`config.mk`:
```
export PLATFORM = sky130hd
export DESIGN_NAME = alu_cmd_feeder
export DESIGN_NICKNAME = d
export VERILOG_FILES = /design/src/rtl/alu_cmd_feeder.sv
export SDC_FILE = /design/constraint.sdc
export NUM_CORES = 1
export LEC_CHECK = 0
export ABC_AREA = 0
export CORE_MARGIN = 1.5
export CORE_UTILIZATION = 50
export DETAILED_ROUTE_END_ITERATION = 7
export GPL_TIMING_DRIVEN = 0
export PLACE_DENSITY_LB_ADDON = 0.2
export SLEW_MARGIN = 0
export SYNTH_ARGS = -nofsm -noshare
export SYNTH_HDL_FRONTEND = slang
export SYNTH_SLANG_ARGS = --single-unit
```
`constraint.sdc`:
```
create_clock -name clk -period 3.8 [get_ports clk]
set_input_delay 0.76 -clock clk [delete_from_list [all_inputs] [get_ports clk]]
set_output_delay 0.76 -clock clk [all_outputs]
set_load 0.005 [all_outputs]
```
`src/rtl/alu_cmd_feeder.sv`:
```
// ALU command queue feeding one-hot ops through LOAD/HOLD issue phases.
// Optional one-hot wr_op check: define ALU_CMD_FEEDER_ONEHOT_CHK_EN.
module alu_cmd_feeder #(
  parameter int DEPTH    = 4,
  parameter int HOLD_CYC = 2
) (
  input  logic                       clk,
  input  logic                       rst,
  input  logic                       on,
  input  logic                       wr_en,
  input  logic [7:0]                 wr_num1,
  input  logic [7:0]                 wr_num2,
  input  logic [6:0]                 wr_op,
  output logic [7:0]                 num1,
  output logic [7:0]                 num2,
  output logic [6:0]                 out_sel,
  output logic [2:0]                 in_sel,
  output logic                       full,
  output logic                       empty,
  output logic                       busy,
  output logic                       issue_done,
  output logic                       overflow,
  output logic                       cmd_err,
  output logic [$clog2(DEPTH):0]     count
);

  localparam int AW = $clog2(DEPTH);
  localparam int CW = AW + 1;
  localparam int HW = (HOLD_CYC > 1) ? $clog2(HOLD_CYC) : 1;

  localparam logic [1:0] IDLE = 2'd0;
  localparam logic [1:0] LOAD = 2'd1;
  localparam logic [1:0] HOLD = 2'd2;

  localparam logic [CW-1:0] FULL_CNT  = CW'(DEPTH);
  localparam logic [HW-1:0] HOLD_LAST = HW'(HOLD_CYC - 1);

  logic [22:0]   mem [DEPTH];
  logic [AW-1:0] wptr;
  logic [AW-1:0] rptr;
  logic [1:0]    state;
  logic [HW-1:0] hcnt;
  logic          op_ok;
  logic          push;
  logic          pop;
  logic          hold_end;
  logic [CW-1:0] cnt_nxt;

`ifdef ALU_CMD_FEEDER_ONEHOT_CHK_EN
  assign op_ok = (wr_op != '0) && ((wr_op & (wr_op - 7'd1)) == '0);
`else
  assign op_ok = 1'b1;
`endif

  assign push     = wr_en && !full && op_ok;
  assign hold_end = (state == HOLD) && (hcnt == HOLD_LAST);
  assign pop      = on && !empty && ((state == IDLE) || hold_end);

  always_comb begin
    cnt_nxt = count;
    if (push && !pop)
      cnt_nxt = count + CW'(1);
    else if (pop && !push)
      cnt_nxt = count - CW'(1);
  end

  always_ff @(posedge clk) begin
    if (!rst && push)
      mem[wptr] <= {wr_num1, wr_num2, wr_op};
  end

  always_ff @(posedge clk) begin
    if (rst) begin
      wptr       <= '0;
      rptr       <= '0;
      count      <= '0;
      full       <= 1'b0;
      empty      <= 1'b1;
      state      <= IDLE;
      hcnt       <= '0;
      num1       <= '0;
      num2       <= '0;
      out_sel    <= '0;
      in_sel     <= 3'b001;
      busy       <= 1'b0;
      issue_done <= 1'b0;
      overflow   <= 1'b0;
      cmd_err    <= 1'b0;
    end else begin
      count    <= cnt_nxt;
      full     <= (cnt_nxt == FULL_CNT);
      empty    <= (cnt_nxt == '0);
      overflow <= wr_en && full;
`ifdef ALU_CMD_FEEDER_ONEHOT_CHK_EN
      cmd_err  <= wr_en && !full && !op_ok;
`else
      cmd_err  <= 1'b0;
`endif
      if (push)
        wptr <= wptr + AW'(1);
      if (pop) begin
        rptr                    <= rptr + AW'(1);
        {num1, num2, out_sel}   <= mem[rptr];
      end
      issue_done <= 1'b0;
      in_sel     <= 3'b100;
      // pop only fires from IDLE or the last HOLD cycle
      unique case (1'b1)
        pop: begin
          state  <= LOAD;
          in_sel <= 3'b010;
          busy   <= 1'b1;
        end
        (state == LOAD): begin
          state      <= HOLD;
          hcnt       <= '0;
          issue_done <= (HOLD_LAST == '0);
          busy       <= 1'b1;
        end
        (state == HOLD) && !hold_end: begin
          hcnt       <= hcnt + HW'(1);
          issue_done <= ((hcnt + HW'(1)) == HOLD_LAST);
          busy       <= 1'b1;
        end
        default: begin
          state <= IDLE;
          busy  <= 1'b0;
        end
      endcase
    end
  end

endmodule

```
==> Word level (Yosys, flattened, before mapping) <==
Memory sizes are Yosys's and may differ from the RTL's. A register that Yosys moved wholly into a read port is not among the register bits.
Index checks and enable logic that the tools add are counted.
{ "totals": {"ff_bits": 18, "latch_bits": 0, "ramBits": 92, "rom_bits": 0, "output_inout_bits": 35, "elab_cells": 50, "mem_count": 1} }
{ "memory_table": {"columns": ["memory", "depth", "width", "rd", "rd_clocked_by_memory_dff", "wr", "line_no", "rtl"], "rows": [
  ["mem", 4, 23, 1, 1, 1, "38", "logic [22:0] mem [DEPTH];"]
]} }
{ "classes": {"add_sub_neg": 5, "mul": 0, "n_div": 0, "order_cmp": 0, "eq_ne": 3, "shift": 0, "mux": 8, "n_bitwise": 1, "n_reduce_logical": 21} }
{ "ops": {"columns": ["operator", "count"], "rows": [
  ["$logic_and A1 B1 Y1", 9],
  ["$mux W3", 3],
  ["$logic_not A1 Y1", 6],
  ["$pmux W2 S3", 1],
  ["$add A2 B1 Y2 const B", 2],
  ["$add A3 B1 Y3 const B", 1],
  ["$eq A3 B3 Y1 const B", 1],
  ["$logic_not A3 Y1", 1],
  ["$mux W1", 3],
  ["$reduce_or A3 Y1", 1],
  ["$sub A3 B1 Y3 const B", 1],
  ["$eq A2 B1 Y1 const B", 1],
  ["$eq A2 B2 Y1 const B", 1],
  ["$logic_not A2 Y1", 1],
  ["$pmux W1 S2", 1],
  ["$reduce_bool A2 Y1", 1],
  ["$reduce_or A2 Y1", 1],
  ["$add A1 B1 Y1 const B", 1],
  ["$logic_or A1 B1 Y1", 1],
  ["$not A1 Y1", 1]
]} }

==> Depth between registers and ports, before layout <==
Gate-level depths: netlist of run 1.
{ "depth": {"word_depth": 8, "mapped_depth": 6, "mapped_depth_nobuf": 6} }

==> Worst setup path before layout of run 1 <==
No wires, ideal clock.
{ "synth_path": {"kind": "input port to flip-flop", "from": "input wr_en", "to": "memory mem[0][0] (enable)", "setup_time_ps": 382, "t_arrival_ps": 1605, "setup_slack_ps": 1813, "stages": 3, "path_buffers": 0, "path_cell_list": "nand2b_1 > nor2_1 > and2_1"} }
{ "synth_via": {"elab_chain_cells": 4} }
{ "synth_lines": {"columns": ["element", "line_no", "rtl"], "rows": [
  ["from (decl)", "10", "input logic wr_en,"],
  ["$logic_and A1 B1 Y1", "55", "assign push = wr_en && !full && op_ok;"],
  ["$logic_and A1 B1 Y1", "68", "if (!rst && push)"],
  ["$mux W1", "68", null],
  ["$mux W1 (not written as such)", "69", "mem[wptr] <= {wr_num1, wr_num2, wr_op};"],
  ["to (decl)", "38", null]
]} }
Every way passes these cells.

==> Worst setup path in the final report of run 1 <==
{ "layout_path": {"from": "input wr_en", "to": "memory mem[1][3] (enable)"} }
Same word-level chain as after synthesis.

==> flow_summary.toml, run 1 <==
[outcome]
status = "finished, final reports clean"

[global_routing]
grt_pass1_vias = 2575
grt_max_degree = 24
grt_pass1_wl_um = 13100
grt-ovfl-total = 0
antenna_found_initial = 0
grt_use_total_pct = 17.6

[floorplan]
die_y_um = 102
die-width_um = 102
row_count = 35
core_um2 = 9370
design.portCount = 62
start_util_pct = 52.1
die_area_um2 = 10400

[power_and_ir_drop]
static-leakage-power_nw = 2.09
power_density_nw_per_um2 = 626
report.power.total_mw = 3.89
vdd_ir_drop_max_mv = 0.313

[routing]
drt_drc_violations_left = 0
detailedRoute.firstPassIterationCount = 4
ant_nets_after_route = 0
detailed_route_wire_length_um = 8440
post_drt_via_cell_ratio = 5.08
route.detailed.wl_per_inst_um = 16.0
vias = 2683
drt_first_iter_violations = 157

[cts]
cts-root-to-sink-buffers = 2
cts_sinks = 133
post_cts_resize_count = 0
cts_made_buffers = 17
cts_root_buf = "sky130_fd_sc_hd__clkbuf_8"
clkTransAtPathRegs_ps = 60
h-tree-depth = 4
cts_post_setup_buffers_inserted = 0
cts_tree = "done"
insertion_delay_ps = 500
number_of_hold_buffers_added_after_cts = 0

[sta]
layout_min_cycle_time_ps = 2490
grt_setup_unrepaired = "false"
post-route-worst-setup-slack_ps = 1310
hold_viol_final = 0
final.setup.tns_ps = 0
setup_violations = 0
max-slew-margin-rel_pct = 15.4
max_slew.worst_pin.slew_ps = 1270
post-route-period-util_pct = 65.5
clock-skew-final_ps = 8.57
max_clock_freq_mhz = 402
slew_viol_final = 0

[placement]
dp_cells = 496
port-buffer-count = 60
gp_congestion = 0.732
detailed_place_hpwl_um = 5160
post-place-ws_ps = 761

[min_path]
hold_path_class = "reg -> reg"
hold_critical_path_depth = 2

[setup_path]
timing.critical_path.slowest_stage_cell = "sky130_fd_sc_hd__and2_1"
critPathArrivalTime_ps = 2600
r2r_setup_slack_ps = 1670
critPathCaptureType = "flip-flop"
startpoint_type = "input port"
timing.critical_path.required_ps = 3910
path_class = "in -> reg"
path_cells = "clkdlybuf4s50_1 -> nand2b_1 -> nor2_1 -> and2_1"
critical_path.max_stage_delay_ps = 1000
worstPathMaxFanout = 23
worstRegToRegCells = 3

[finish]
final_core_utilization_pct = 66.4
nNetsFinal = 419
areaGrowthSynthToFinish_pct = 27.4
post_layout_nonfiller_instances = 528
antenna_cells_inserted = 0
share_of_layout_cells_above_drive_strength_1_pct = 16.0

[logic_synthesis]
synthTopCellsByArea = "sky130_fd_sc_hd__edfxtp_1 (57%), sky130_fd_sc_hd__dfxtp_1 (17%), sky130_fd_sc_hd__mux4_2 (11%), sky130_fd_sc_hd__nand2_1 (4.2%), sky130_fd_sc_hd__a21oi_1 (2.9%)"
syn_area_um2 = 4880
net_count_after_synthesis = 340
yosys_warnings = 0
synth-seq-area-share_pct = 73.4
synth.lib_cells_used.distinct = 30
post_synthesis_share_of_cell_area_spent_on_xor_and_xnor_gates_pct = 0.718
post_synth_mux_area_share_pct = 11.0
synth_simple_gate_area_share_pct = 7.61
synth-seq-cells = 133
synth_adder_area_share_pct = 1.54
synth_compound_gate_area_share_pct = 3.84
netlist.area_leader.share_pct = 56.6
syn_area_per_cell_um2 = 15.9
synth_cells = 307
main_combinational_cell_family_by_area_after_synthesis = "multiplexers"
post-synth-top-area-cell = "sky130_fd_sc_hd__edfxtp_1"

[job]
max_cap_viol_count = 0
==> metrics by stage <==
| stage | hold WS [ps] | area (um2) |
|---|---|---|
| CTS | 454 | 6220 |
| finish | 452 | 6220 |
| global placement | 443 | 5640 |
| detailed placement | 446 | 5640 |
| floorplan | 447 | 4880 |
| global route | 464 | 6220 |
==> layout by cell type, fill, tap and decap left out, types with 4 or more instances in the layout <==
master and n:
sky130_fd_sc_hd__nor2_1 11, sky130_fd_sc_hd__nand2b_1 4, sky130_fd_sc_hd__nand2_1 54, sky130_fd_sc_hd__inv_1 5, sky130_fd_sc_hd__clkbuf_16 16, sky130_fd_sc_hd__clkinv_2 6, sky130_fd_sc_hd__edfxtp_1 92, sky130_fd_sc_hd__buf_2 4
sky130_fd_sc_hd__a21oi_1 28, sky130_fd_sc_hd__ha_1 6, sky130_fd_sc_hd__and2_1 5, sky130_fd_sc_hd__clkbuf_1 9, sky130_fd_sc_hd__clkdlybuf4s50_1 60, sky130_fd_sc_hd__mux4_2 23, sky130_fd_sc_hd__dfxtp_1 41
==> sequential cells by signal, indices dropped and copies added (netlist names), 2 cells and up <==
name / count
mem: 92
num1: 8
num2: 8
out_sel: 7
count: 3
in_sel: 3
rptr: 2
state: 2
wptr: 2
==> kinds of logic after synthesis <==
group	after synthesis
mux	25
compound gates	35
xor+xnor	4
simple gates	83
other cells	1
buf+inv	20
fa+ha+maj	6
flops	133
==> cell type report <==
cell class	count	area (um2)
flip-flops and latches	133	3580
fillers	701	3150
multi-input cells	154	1210
repair buffers	60	601
clock buffers	17	414
clock inverters	15	164
well taps	129	161
plain buffers	15	68.8
inverters	5	18.8
==> power by group <==
| part | leakage, nW | total (mW) | internal [mW] | switching (mW) |
|---|---|---|---|---|
| Sequential | 1.17 | 1.72 | 1.67 | 0.0524 |
| Clock | 0.280 | 1.57 | 0.989 | 0.578 |
| Combinational | 0.636 | 0.609 | 0.323 | 0.286 |
==> path summary, 6_finish.rpt <==
path                start         to
hold reg to reg   num2[7]    num2[7]
hold / removal    num2[7]    num2[7]
setup reg to reg     full  mem[1][3]
setup / recovery    wr_en  mem[1][3]
==> routing by layer <==
layer | track usage [%] | routed length, um
met1 | 23.6 | 3780
met2 | 28.2 | 4310
met4 | 6.32 | 97
met5 | 0 | 0
met3 | 4.92 | 256
==> worst max-delay path, delay by kind of cell <==
| family | cells | cell delay (ps) |
|---|---|---|
| buffers and inverters | 1 | 510 |
| AND/OR/NAND/NOR | 3 | 1320 |
==> cells in the mapped netlist <==
cell and number:
sky130_fd_sc_hd__o21a_1 1, sky130_fd_sc_hd__ha_1 6, sky130_fd_sc_hd__buf_2 4, sky130_fd_sc_hd__and2_1 5, sky130_fd_sc_hd__o22ai_1 1, sky130_fd_sc_hd__nor2_2 1
sky130_fd_sc_hd__a211oi_1 2, sky130_fd_sc_hd__inv_1 5, sky130_fd_sc_hd__nand2_1 54, sky130_fd_sc_hd__edfxtp_1 92, sky130_fd_sc_hd__a21oi_1 28, sky130_fd_sc_hd__or3b_4 1
sky130_fd_sc_hd__mux4_2 23, sky130_fd_sc_hd__nor3b_1 1, sky130_fd_sc_hd__xor2_1 1, sky130_fd_sc_hd__mux2i_1 2, sky130_fd_sc_hd__clkbuf_1 9, sky130_fd_sc_hd__a31oi_1 1
sky130_fd_sc_hd__xnor2_1 3, sky130_fd_sc_hd__a22oi_1 1, sky130_fd_sc_hd__or2_2 1, sky130_fd_sc_hd__nor2_1 11, sky130_fd_sc_hd__conb_1 1, sky130_fd_sc_hd__nor2b_1 3
sky130_fd_sc_hd__nand3_1 1, sky130_fd_sc_hd__nand2b_1 4, sky130_fd_sc_hd__o21ai_0 1, sky130_fd_sc_hd__nor3_4 1, sky130_fd_sc_hd__buf_4 2, sky130_fd_sc_hd__dfxtp_1 41
No activity file was read; power rests on OpenSTA's default activity.
==> run 2: changes to the inputs <==
Settings changed: CORE_UTILIZATION 50 to 49.
Clock period 3.8 ns to 2.25 ns, I/O delays scaled along.
==> flow_summary.toml, run 2 (synthesized netlist as in run 1, its figures left out) <==
[outcome]
status = "finished, final reports clean"

[setup_path]
r2r_setup_slack_ps = 380
crit_family = "buffers and inverters"
startpoint_type = "flip-flop"
cp.buffers_inverters = 1
critPathArrivalTime_ps = 1440
regToRegStartpoint = "rptr[1]"
worstPathMaxFanout = 5
timing.critical_path.required_ps = 1800
rr_endpoint = "num2[4]"
critPathCaptureType = "output pin"
path_class = "reg -> out"
critical_path.max_stage_delay_ps = 530
path_cells = "clkdlybuf4s50_1"
worstRegToRegCells = 5
timing.critical_path.slowest_stage_cell = "sky130_fd_sc_hd__clkdlybuf4s50_1"

[placement]
detailed_place_hpwl_um = 5340
dp_cells = 500
gp_congestion = 0.715
dpl-instance-area_um2 = 5650
post-place-ws_ps = -480
port-buffer-count = 60

[global_routing]
grt_use_total_pct = 18.0
grt_pass1_wl_um = 13500
grt_max_degree = 24
grt-ovfl-total = 0
grt_pass1_vias = 2668
antenna_found_initial = 0

[sta]
post-route-period-util_pct = 83.8
max-slew-margin-rel_pct = 54.8
layout_min_cycle_time_ps = 1890
max_clock_freq_mhz = 530
post-route-worst-setup-slack_ps = 364
setup_violations = 0
max_slew.worst_pin.slew_ps = 677
slew_viol_final = 0
grt_setup_unrepaired = "false"
hold_viol_final = 0
clock-skew-final_ps = 17.0
worst_hold_slack_ps = 452

[routing]
detailedRoute.firstPassIterationCount = 4
detailed_route_wire_length_um = 8730
drt_first_iter_violations = 100
vias = 2715
ant_nets_after_route = 0
post_drt_via_cell_ratio = 5.10
route.detailed.wl_per_inst_um = 16.4
drt_drc_violations_left = 0

[floorplan]
row_count = 36
core_um2 = 9730
die_y_um = 103
die_area_um2 = 10600
die-width_um = 103
design.portCount = 62
start_util_pct = 50.2

[finish]
mostFrequentLayoutCells = "sky130_fd_sc_hd__edfxtp_1 (92), sky130_fd_sc_hd__clkdlybuf4s50_1 (60), sky130_fd_sc_hd__nand2_1 (54)"
finish.instance_area_um2 = 6300
post_layout_nonfiller_instances = 532
areaGrowthSynthToFinish_pct = 29.1
layout_commonest_cell = "sky130_fd_sc_hd__edfxtp_1"
largest_register_ff_count = 92
nNetsFinal = 419
largest_regs = "mem x92, num1 x8, num2 x8"
layout_fillers = 721
share_of_layout_cells_above_drive_strength_1_pct = 16.8
antenna_cells_inserted = 0
largest_register = "mem"

[cts]
post_cts_resize_count = 0
h-tree-depth = 4
cts_made_buffers = 17
cts_root_buf = "sky130_fd_sc_hd__clkbuf_8"
cts-root-to-sink-buffers = 2
cts_sinks = 133
cts_post_setup_buffers_inserted = 0
clkTransAtPathRegs_ps = 60
insertion_delay_ps = 510
number_of_hold_buffers_added_after_cts = 0
cts_tree = "done"

[min_path]
holdCritStartpoint = "out_sel[0]"
hold_critical_path_depth = 2
worstHoldEndpoint = "out_sel[0]"
hold_path_class = "reg -> reg"

[power_and_ir_drop]
static-leakage-power_nw = 2.12
vdd_ir_drop_max_mv = 0.458
power_density_nw_per_um2 = 1090

[job]
max_cap_viol_count = 0
-- run 2: per-stage QoR --
| step | util (%) | power (mW) | setup TNS [ps] |
|---|---|---|---|
| 3_3_place_gp | 58.1 | 3.97 | -42030 |
| 3_5_place_dp | 58.1 | 4.00 | -43500 |
| 2_1_floorplan | - | 3.56 | 0 |
| 6_report | 64.8 | 6.89 | 0 |
| 4_1_cts | 64.7 | 6.94 | 0 |
| 5_1_grt | 64.8 | 7.15 | 0 |
-- run 2: final cells by class --
class,instances,area (um2),area share (%)
clock inverters,12,201,3.20
flip-flops and latches,133,3580,56.9
multi-input cells,154,1220,19.3
plain buffers,15,68.8,1.09
repair buffers,60,601,9.53
clock buffers,20,447,7.09
inverters,5,18.8,0.298
well taps,133,166,2.64
-- run 2: tightest hold or removal path, stage by stage, from the launching register on --
cell	delay, ps
sky130_fd_sc_hd__dfxtp_1	300
sky130_fd_sc_hd__nand2_1	50
sky130_fd_sc_hd__a21oi_1	50
-- run 2: worst max path at each step --
stage             start    endpoint  slack (ps)  cells past startpoint
4_1_cts           wr_en  mem[1][22]          10                      4
3_5_place_dp      wr_en  mem[1][17]        -480                      4
3_3_place_gp      wr_en  mem[3][17]        -470                      4
6_report       count[1]    count[1]         360                      1
5_1_grt        count[1]    count[1]         280                      1
2_1_floorplan     wr_en   mem[0][0]         570                      3
-- run 2: metal layers --
layer | vias up | GRT usage, % | part of all wire (%)
met1 | 1353 | 23.6 | 43
met2 | 67 | 29.2 | 52
met5 | - | 0 | 0
met4 | 0 | 6.13 | 1.1
li1 | 1286 | - | -
met3 | 9 | 5.15 | 4.1
-- run 2: power by group --
part           switching (mW)  internal [mW]  total (mW)
sequential             0.0919           2.81        2.90
clock                   0.979           1.98        2.96
combinational           0.487          0.547        1.03
==> run 3: changes to the inputs <==
Clock period 2.25 ns to 1.5 ns, I/O delays scaled along.
==> flow_summary.toml, run 3 (synthesized netlist as in run 1, its figures left out) <==
[sta]
max_slew.worst_pin.slew_ps = 523
grt_setup_unrepaired = "true"
clock-skew-final_ps = 5.86
layout_min_cycle_time_ps = 1560
slew_viol_final = 0
hold_viol_final = 0
post-route-worst-setup-slack_ps = -55.4
final.setup.tns_ps = -159
setup_violations = 5
max-slew-margin-rel_pct = 65.1
post-route-period-util_pct = 104
max_clock_freq_mhz = 643
worst_hold_slack_ps = 389

[global_routing]
grt_max_degree = 17
grt_pass1_wl_um = 14800
grt-ovfl-total = 0
grt_use_total_pct = 20.2
grt_pass1_vias = 2793
antenna_found_initial = 0

[power_and_ir_drop]
power_density_nw_per_um2 = 1640
static-leakage-power_nw = 2.42
vdd_ir_drop_max_mv = 0.817

[floorplan]
row_count = 36
die-width_um = 103
die_area_um2 = 10600
core_um2 = 9730
design.portCount = 62
start_util_pct = 50.2
die_y_um = 103

[finish]
mostFrequentLayoutCells = "sky130_fd_sc_hd__edfxtp_1 (92), sky130_fd_sc_hd__nand2_1 (53), sky130_fd_sc_hd__dlygate4sd2_1 (34)"
areaGrowthSynthToFinish_pct = 36.4
largest_register_ff_count = 92
layout_commonest_cell = "sky130_fd_sc_hd__edfxtp_1"
nNetsFinal = 441
finish.instance_area_um2 = 6660
antenna_cells_inserted = 0
largest_regs = "mem x92, num1 x8, num2 x8"
largest_register = "mem"
share_of_layout_cells_above_drive_strength_1_pct = 29.9

[routing]
drt_first_iter_violations = 160
detailedRoute.firstPassIterationCount = 4
route.detailed.wl_per_inst_um = 19.2
post_drt_via_cell_ratio = 5.32
detailed_route_wire_length_um = 10600
ant_nets_after_route = 0
drt_drc_violations_left = 0
vias = 2946

[cts]
cts-root-to-sink-buffers = 2
insertion_delay_ps = 520
cts_root_buf = "sky130_fd_sc_hd__clkbuf_8"
h-tree-depth = 4
cts_made_buffers = 17
cts_tree = "done"
clkTransAtPathRegs_ps = 60
cts_sinks = 133

[setup_path]
path_class = "reg -> reg"
rr_endpoint = "full"
regToRegStartpoint = "empty"
crit_end = "full"
worstPathMaxFanout = 3
critPathArrivalTime_ps = 1970
timing.critical_path.required_ps = 1910
r2r_setup_slack_ps = -60
startpoint_type = "flip-flop"
worstRegToRegCells = 6
crit_path_start = "empty"
critPathCaptureType = "flip-flop"

[placement]
port-buffer-count = 60
gp_congestion = 0.721
post-place-ws_ps = -654
dpl-instance-area_um2 = 5660
detailed_place_hpwl_um = 5240

[outcome]
violated_checks = "setup timing"
status = "complete, but fails checks"

[job]
max_cap_viol_count = 0

[min_path]
hold_path_class = "in -> reg"
==> run 3: worst min-delay path by stage <==
stage	startpoint	to	slack, ps	cells past startpoint
after floorplan	rst	in_sel[0]	330	0
after global placement	full	overflow	440	2
after detailed placement	num2[3]	num2[3]	450	2
after CTS	wr_en	overflow	360	3
after global routing	wr_num1[3]	mem[1][18]	400	1
final	wr_en	overflow	390	3
==> run 3: stage by stage <==
| stage | util (%) | total power, mW | std cells |
|---|---|---|---|
| CTS | 66.1 | 10.7 | 538 |
| finish | 68.5 | 10.9 | 554 |
| global placement | 58.1 | 5.96 | 500 |
| floorplan | - | 5.35 | 307 |
| detailed placement | 58.1 | 6.00 | 500 |
| global route | 68.5 | 11.3 | 554 |
==> run 3: what timing repair did <==
item	4_1_cts	5_1_grt
hold buffers	0	0
setup endpoints to repair	151	111
buffers inserted	2	6
resized for setup	74	38
cloned	5	10
endpoints found under the hold margin	0	0
pin swaps	7	10
==> run 3: per-layer routing <==
layer	GRT usage (%)	up-vias	wire length (um)
met4	9.88	0	110
met1	24.7	1481	4380
met5	0	-	0
met3	5.22	7	545
met2	33.7	101	5600
li1	-	1357	-
==> run 3: worst max-delay path, cell delays in order, from the launching register on <==
cell and delay, ps:
sky130_fd_sc_hd__dfxtp_2 340, sky130_fd_sc_hd__or3b_4 440, sky130_fd_sc_hd__nor3_4 170, sky130_fd_sc_hd__a22oi_2 80, sky130_fd_sc_hd__mux2i_1 210, sky130_fd_sc_hd__inv_1 80
sky130_fd_sc_hd__and2_1 130
==> run 3: cell type report <==
class	instances	area (um2)
clock inverters	14	255
fillers	703	3070
multi-input cells	168	1430
repair buffers	69	637
inverters	5	18.8
flip-flops and latches	133	3600
clock buffers	18	428
well taps	133	166
plain buffers	14	126
==> run 3: report_power, final <==
part / total [mW] / leakage, nW / switching, mW / internal, mW
Clock: 4.73 / 0.323 / 1.49 / 3.23
Combinational: 1.84 / 0.927 / 0.888 / 0.949
Sequential: 4.37 / 1.17 / 0.142 / 4.23
==> variant: new RTL, config.mk and constraints of run 1 <==
`HOLD_CYC`: 2 -> 1.
--- a/src/rtl/alu_cmd_feeder.sv
+++ b/src/rtl/alu_cmd_feeder.sv
@@ -4,3 +4,3 @@
   parameter int DEPTH    = 4,
-  parameter int HOLD_CYC = 2
+  parameter int HOLD_CYC = 1
 ) (
Function: changed (Yosys sat finds a counterexample within 4 cycles, from zero or initial values and one cycle with rst high).
==> variant against run 1 <==
Worst hold slack gained 0.0020 ns; total power down 0.69%; synthesized cell count is 1.3% lower; synthesized area grew 0.15%; sequential cell count unchanged; wire length up 0.47%; worst setup slack got worse by 0.19 ns; cell area hardly changed; largest power group unchanged; highest routed layer unchanged.
==> variant: results (changes against run 1) <==
metric;value;unit;change
status;finished clean;;
count of buffers inserted at the top-level ports;60;;unchanged
ratio of cells with drive above 1 in the final layout;17.2;%;+1.2 points
number of DRC violations after detailed-routing iteration 0;120;;-24%
net total in the final layout;415;;-0.95%
count of yosys warnings during synthesis;0;;unchanged
wire length of the first global-routing pass;13.1;mm;-0.11%
GR Layer Usage met1;23.3;%;-0.23 points
hold violation total from the final report;0;;unchanged
unique cell type count in the Yosys netlist;31;;+3.3%
worst path arrival time;2.79;ns;+0.19 ns
global-route usage over all layers;17.6;%;-0.085 points
placed wire-length estimate;5.21;mm;+0.88%
cell count after synthesis;303;;-1.3%
leading cell types by total area after synthesis;sky130_fd_sc_hd__edfxtp_1 56%, sky130_fd_sc_hd__dfxtp_1 17%, sky130_fd_sc_hd__mux4_2 11%;;
post-placement setup slack;0.527;ns;-0.234 ns
launch point of the worst hold path;num1[6]$_SDFFE_PP0P_;;
portion of the post-synthesis area used by sequential elements;73.3;%;-0.11 points
minimum hold slack;0.454;ns;+0.00202 ns
GR Layer Usage met3;4.24;%;-0.68 points
post-synthesis net count;336;;-1.2%
destination of the worst hold path;num1[6]$_SDFFE_PP0P_;;
DR WL/cell;16.2;um;+1.2%
number of fill cells in the layout;691;;-1.4%
maximum single-stage delay on the critical path;1.05;ns;+0.05 ns
non-filler cells in the finished layout;524;;-0.76%
Peak supply drop;388;uV;+24%
vias;2678;;-0.19%
post-detailed-placement cell area;0.00565;mm2;+0.13%
XOR/XNOR share of the synthesized area;0.896;%;+0.18 points
cell-internal power;0.00293;W;-1.7%
maximum clock insertion buffer count;2;;unchanged
sum of routed wire segments on met1;3.89;mm;+3.0%
compound-gate portion of the synthesized area;3.58;%;-0.26 points
highest-delay cell along the critical path;sky130_fd_sc_hd__and3_1;;
final setup skew;0.00715;ns;-0.00142 ns
met2 wire len;4.20;mm;-2.5%
Pleak;2.11;nW;+1.0%
family of cells with the greatest summed delay on the critical path;simple AND/OR/NAND/NOR gates;;
via count of the first global-routing pass;2621;;+1.8%
proportion of synthesized area in mux cells;11.3;%;+0.32 points
flop-to-flop setup slack;1.58;ns;-0.09 ns
cells on worst reg2reg path;2;;-1
endpoint of the worst-slack reg-to-reg timing path;mem[1][11]$_DFFE_PP_;;
total instance count after detailed placement;492;;-0.81%
met2 Usage GRT;28.5;%;+0.31 points
ranking of synthesized cells by instance count;92 x sky130_fd_sc_hd__edfxtp_1, 53 x sky130_fd_sc_hd__nand2_1, 41 x sky130_fd_sc_hd__dfxtp_1;;
variant: changes by cell type after synthesis, moves of 2 or more:
| cell | delta |
|---|---|
| sky130_fd_sc_hd__inv_1 | +2 |
| sky130_fd_sc_hd__and2_1 | -4 |
| sky130_fd_sc_hd__buf_2 | +2 |
| sky130_fd_sc_hd__nand2b_1 | -3 |
| sky130_fd_sc_hd__a21oi_1 | -3 |
| sky130_fd_sc_hd__clkbuf_1 | -3 |
| sky130_fd_sc_hd__and3_1 | +6 |
variant: cell families after synthesis:
kind of cell | count (synthesis)
AO/OA/AOI/OAI | 31
XOR/XNOR | 5
adder cells (fa/ha/maj) | 6
buffers and inverters | 23
flip-flops | 133
multiplexers | 26
other | 1
AND/OR/NAND/NOR | 78
variant: how the worst max path moves through the flow:
stage,from,to,slack (ns)
after global placement,wr_en,mem[1][17]$_DFFE_PP_,0.58
final,rst,mem[3][5]$_DFFE_PP_,1.12
after global routing,wr_en,mem[3][15]$_DFFE_PP_,0.95
after CTS,rst,mem[3][15]$_DFFE_PP_,1.04
after floorplan,wr_en,mem[1][0]$_DFFE_PP_,1.67
after detailed placement,rst,mem[3][4]$_DFFE_PP_,0.53
variant: cell type report:
type / instances / area, um2 / share of cell area (%)
well taps: 129 / 161 / 2.60
multi-input cells: 147 / 1200 / 19.3
clock buffers: 17 / 414 / 6.66
plain buffers: 16 / 78.8 / 1.27
repair buffers: 60 / 601 / 9.66
flip-flops and latches: 133 / 3580 / 57.6
inverters: 7 / 26.3 / 0.423
clock inverters: 15 / 153 / 2.45
variant: power groups by stage:
stage	clock (W)	sequential (W)	combinational, W
floorplan	0	0.00175	0.000369
global placement	0	0.00174	0.000606
detailed placement	0	0.00175	0.000616
CTS	0.00157	0.00172	0.000618
global route	0.00163	0.00173	0.000668
finish	0.00154	0.00172	0.000605
